===== src/rtl/ex_mem_stage.sv =====
// EX/MEM boundary register: 2-entry skid buffer carrying the ALU result and memory/write-back
// control. It also resolves BEQ-type branches from the zero flag and drives a forwarding tap.
module ex_mem_stage #(
    parameter int DATA_W = 32,
    parameter int REG_W  = 5
) (
    input  logic              clk_i,
    input  logic              rst_i,
    input  logic              flush_i,
    input  logic              valid_i,
    output logic              ready_o,
    input  logic [DATA_W-1:0] result_i,
    input  logic              zero_i,
    input  logic [DATA_W-1:0] store_data_i,
    input  logic [DATA_W-1:0] pc_branch_i,
    input  logic [REG_W-1:0]  wb_reg_i,
    input  logic              regwrite_i,
    input  logic              memread_i,
    input  logic              memwrite_i,
    input  logic              branch_i,
    output logic              valid_o,
    input  logic              ready_i,
    output logic [DATA_W-1:0] result_o,
    output logic [DATA_W-1:0] store_data_o,
    output logic [REG_W-1:0]  wb_reg_o,
    output logic              regwrite_o,
    output logic              memread_o,
    output logic              memwrite_o,
    output logic              branch_taken_o,
    output logic [DATA_W-1:0] branch_target_o,
    output logic              fwd_valid_o,
    output logic [REG_W-1:0]  fwd_reg_o,
    output logic [DATA_W-1:0] fwd_data_o
);

    localparam int PW = 2 * DATA_W + REG_W + 3;

    logic          m_valid, s_valid;
    logic [PW-1:0] m_pl, s_pl, in_pl;
    logic          accept, pop;

    assign in_pl  = {result_i, store_data_i, wb_reg_i, regwrite_i, memread_i, memwrite_i};
    assign accept = valid_i & ready_o;
    assign pop    = m_valid & ready_i;

    // ready_o is a flop, so ready_i never reaches the EX side combinationally.
    assign ready_o = ~s_valid;
    assign valid_o = m_valid;
    assign {result_o, store_data_o, wb_reg_o, regwrite_o, memread_o, memwrite_o} = m_pl;

    always_ff @(posedge clk_i or negedge rst_i) begin
        if (!rst_i) begin
            m_valid <= 1'b0;
            s_valid <= 1'b0;
            m_pl    <= '0;
            s_pl    <= '0;
        end else if (flush_i) begin
            m_valid <= 1'b0;
            s_valid <= 1'b0;
        end else if (!m_valid || pop) begin
            if (s_valid) begin
                // S full implies ready_o=0, so no beat can be accepted this cycle.
                m_pl    <= s_pl;
                m_valid <= 1'b1;
                s_valid <= 1'b0;
            end else if (accept) begin
                m_pl    <= in_pl;
                m_valid <= 1'b1;
            end else begin
                m_valid <= 1'b0;
            end
        end else if (accept) begin
            s_pl    <= in_pl;
            s_valid <= 1'b1;
        end
    end

    always_ff @(posedge clk_i or negedge rst_i) begin
        if (!rst_i) begin
            branch_taken_o  <= 1'b0;
            branch_target_o <= '0;
        end else begin
            branch_taken_o <= accept & branch_i & zero_i & ~flush_i;
            if (accept && branch_i && zero_i && !flush_i)
                branch_target_o <= pc_branch_i;
        end
    end

    assign fwd_valid_o = m_valid & regwrite_o & (wb_reg_o != '0);
    assign fwd_reg_o   = wb_reg_o;
    assign fwd_data_o  = result_o;

endmodule


===== config.mk =====
export PLATFORM = sky130hd
export DESIGN_NAME = ex_mem_stage
export DESIGN_NICKNAME = d
export VERILOG_FILES = /design/src/rtl/ex_mem_stage.sv
export SDC_FILE = /design/constraint.sdc
export NUM_CORES = 1
export LEC_CHECK = 0
export CORE_ASPECT_RATIO = 1.75
export CORE_MARGIN = 3
export CORE_UTILIZATION = 40
export CTS_BUF_LIST = sky130_fd_sc_hd__clkbuf_4 sky130_fd_sc_hd__clkbuf_8 sky130_fd_sc_hd__clkbuf_16
export CTS_CLUSTER_DIAMETER = 80
export DETAILED_ROUTE_END_ITERATION = 16
export PLACE_DENSITY = 0.76
export SLEW_MARGIN = 20
export SYNTH_ARGS = -nofsm -noshare
export SYNTH_HDL_FRONTEND = slang
export SYNTH_SLANG_ARGS = --single-unit

===== constraint.sdc =====
create_clock -name clk_i -period 2.43 [get_ports clk_i]
set_input_delay 0.486 -clock clk_i [delete_from_list [all_inputs] [get_ports clk_i]]
set_output_delay 0.486 -clock clk_i [all_outputs]
set_load 0.005 [all_outputs]

==> flow_summary.yaml <==
floorplanning:
  dieHeight_um: 191.1
  rows: 67
  die-width_um: 111.7
  coreArea_mm2: 0.01920
  dieArea_mm2: 0.02135
  start_util_pct: 40.77
  pin_count: 256
timing:
  fin_worst_skew_ns: 0.004626
  rsz0062_at_grt: "false"
  post-route-min-period_ns: 2.274
  hold_violations: 0
  tns_ns: 0
  maxSlewViolCount: 0
  setup_viol: 0
  fin_crit_sh_pct: 93.58
  clock.fmax_mhz: 439.7
  tightest_slew_ns: 0.5014
  max_slew_margin_pct: 66.57
logic_synthesis:
  yosysSeqAreaShare_pct: 57.23
  synth_nets: 613
  synth_cell_types: 18
  syn_inst: 502
  yosys_register_bits: 179
  yosys_warnings: 0
  synth_area_mm2: 0.007828
  syn_avg_cell_area_um2: 15.59
detailed_routing:
  drc_errors: 0
  drtPass1Iterations: 4
  vias: 4837
  via_per_inst: 4.926
  ant_nets: 0
  routedWlPerCell_um: 18.94
  wl_mm: 18.60
  drt_iter0_markers: 110
clock_network:
  clk_pin_slew_ns: 0.06
  cts.sinks: 179
  cts_tree: "yes"
  cts_max_level: 4
  clockBufferDepth: 2
  root_buffer: "clkbuf_16"
  clk_latency_ns: 0.42
  cts-buffers-inserted: 17
layout:
  final_util_pct: 57.47
  antenna_cells: 0
  nets: 839
  synthToLayoutAreaGrowth_pct: 40.95
  drive_gt1_share_pct: 39.81
outcome:
  status: "finished, final reports clean"
critical_path:
  startpoint: "m_pl[3]"
  setup.worst_path.end_class: "output pin"
  path_class: "reg -> out"
  cp.required_ns: 1.94
  reg2reg_from: "s_valid"
  crit_path_start_kind: "flop"
  critPathMaxFanout: 2
  crit_arrival_ns: 1.79
  r2r_cells: 4
worst_hold_path:
  hold_class: "in -> async"
global_routing:
  antenna_found_initial: 1
  grt_overflow: 0
  grt_pass1_vias: 5482
  grt_max_degree: 55
  grt_pass1_wl_mm: 29.68
  track_usage_pct: 17.71
placement:
  place_congestion: 0.7992
  hpwlAfterDp_mm: 13.68
  portBuffers: 255
pwr:
  p_per_area_mw_per_mm2: 806.7
  leakagePower_nw: 4.580
  ir_worst_vdd_uv: 543.7
  total_power_mw: 8.900
flow_run:
  drv_cap: 0
==> cell usage in the layout (no fill, tap or decap), types with 2 or more instances in the layout <==
cell type	Yosys	layout
dfrtp_1	179	177
clkinv_2	0	4
mux2_2	240	240
clkdlybuf4s50_1	0	253
mux2_1	8	8
bufinv_16	0	2
buf_12	0	7
clkinv_4	0	3
buf_4	39	8
clkinvlp_4	0	2
clkbuf_16	0	17
clkbuf_8	0	3
==> metal layers <==
metal	vias to the layer above	wire, µm	track usage (%)
met5	-	13	0
met3	26	930	4.625
li1	2193	-	-
met4	2	437	6.792
met1	2462	6745	19.38
met2	154	10470	32.49
==> registers in the layout (all words and copies together), names as in the netlist <==
register and count:
valid_o 1, s_valid 1, branch_taken_o 1, s_pl 72, m_pl 72, branch_target_o 32
==> cells by family after synthesis <==
logic type	synth area share, %
multiplexers	35.68
flip-flops	57.23
buffers and inverters	5.962
AND/OR/NAND/NOR	0.9431
AO/OA/AOI/OAI	0.1918
==> path summary, 6_finish.rpt <==
path                       slack [ns]                  end
max                              0.16          fwd_valid_o
min                             0.007  branch_target_o[14]
max reg2reg                      0.55  branch_target_o[25]
min reg2reg                      0.49             m_pl[38]
max in group asynchronous        1.69   branch_target_o[8]
min in group clk_i               0.49             m_pl[38]
==> cell usage after synthesis <==
cell type  instances  area share [%]
nor3_4             1            0.21
buf_4             39             3.7
mux2_1             8             1.2
and3_1             1           0.080
buf_6              8             1.2
nor2b_4            1            0.18
o311a_1            1            0.13
nor3_1             1           0.064
nand2_1            1           0.048
buf_2             16             1.0
a21oi_1            1           0.064
inv_1              1           0.048
or3_1              1           0.080
nor2_1             1           0.048
mux2_2           240              35
dfrtp_1          179              57
nand2b_1           1           0.080
nor3b_2            1            0.16
==> where the power goes <==
group	switching, mW	total [mW]	internal [mW]
logic	0.614	2.13	1.52
clock network	1.14	2.74	1.60
registers	0.393	4.03	3.64
total	2.15	8.90	6.75
==> stage by stage <==
step           instances  instance area [µm²]  setup slack (ns)  hold slack [ns]
6_report             982                11030            0.1559         0.006893
5_1_grt              982                11030           0.08447          0.02495
4_1_cts              982                11030            0.1165         0.009727
3_5_place_dp         948                10420            0.1248           0.4737
3_3_place_gp         948                10420            0.1810           0.4663
2_1_floorplan        502                 7828            0.8343           0.1904
==> cell type report <==
type,count,area [µm²]
flip-flops and latches,179,4484
well taps,241,301.5
inverters,1,3.754
multi-input cells,259,2894
clock inverters,12,130.1
fillers,1522,8164
repair buffers,270,2753
clock buffers,20,466.7
==> worst max-delay path, stage by stage, from the launching register on <==
cell           delay, ns
dfrtp_2             0.42
or3_4               0.39
o311a_1             0.30
dlygate4sd2_1       0.26
==> repair_timing <==
item | in CTS | in global routing
hold buffers | 0 | 0
setup buffers | 2 | 0
gates resized for setup | 3 | 0
endpoints found under the setup margin | 1 | 0
Note: power is estimated with default switching activity, not from simulation.
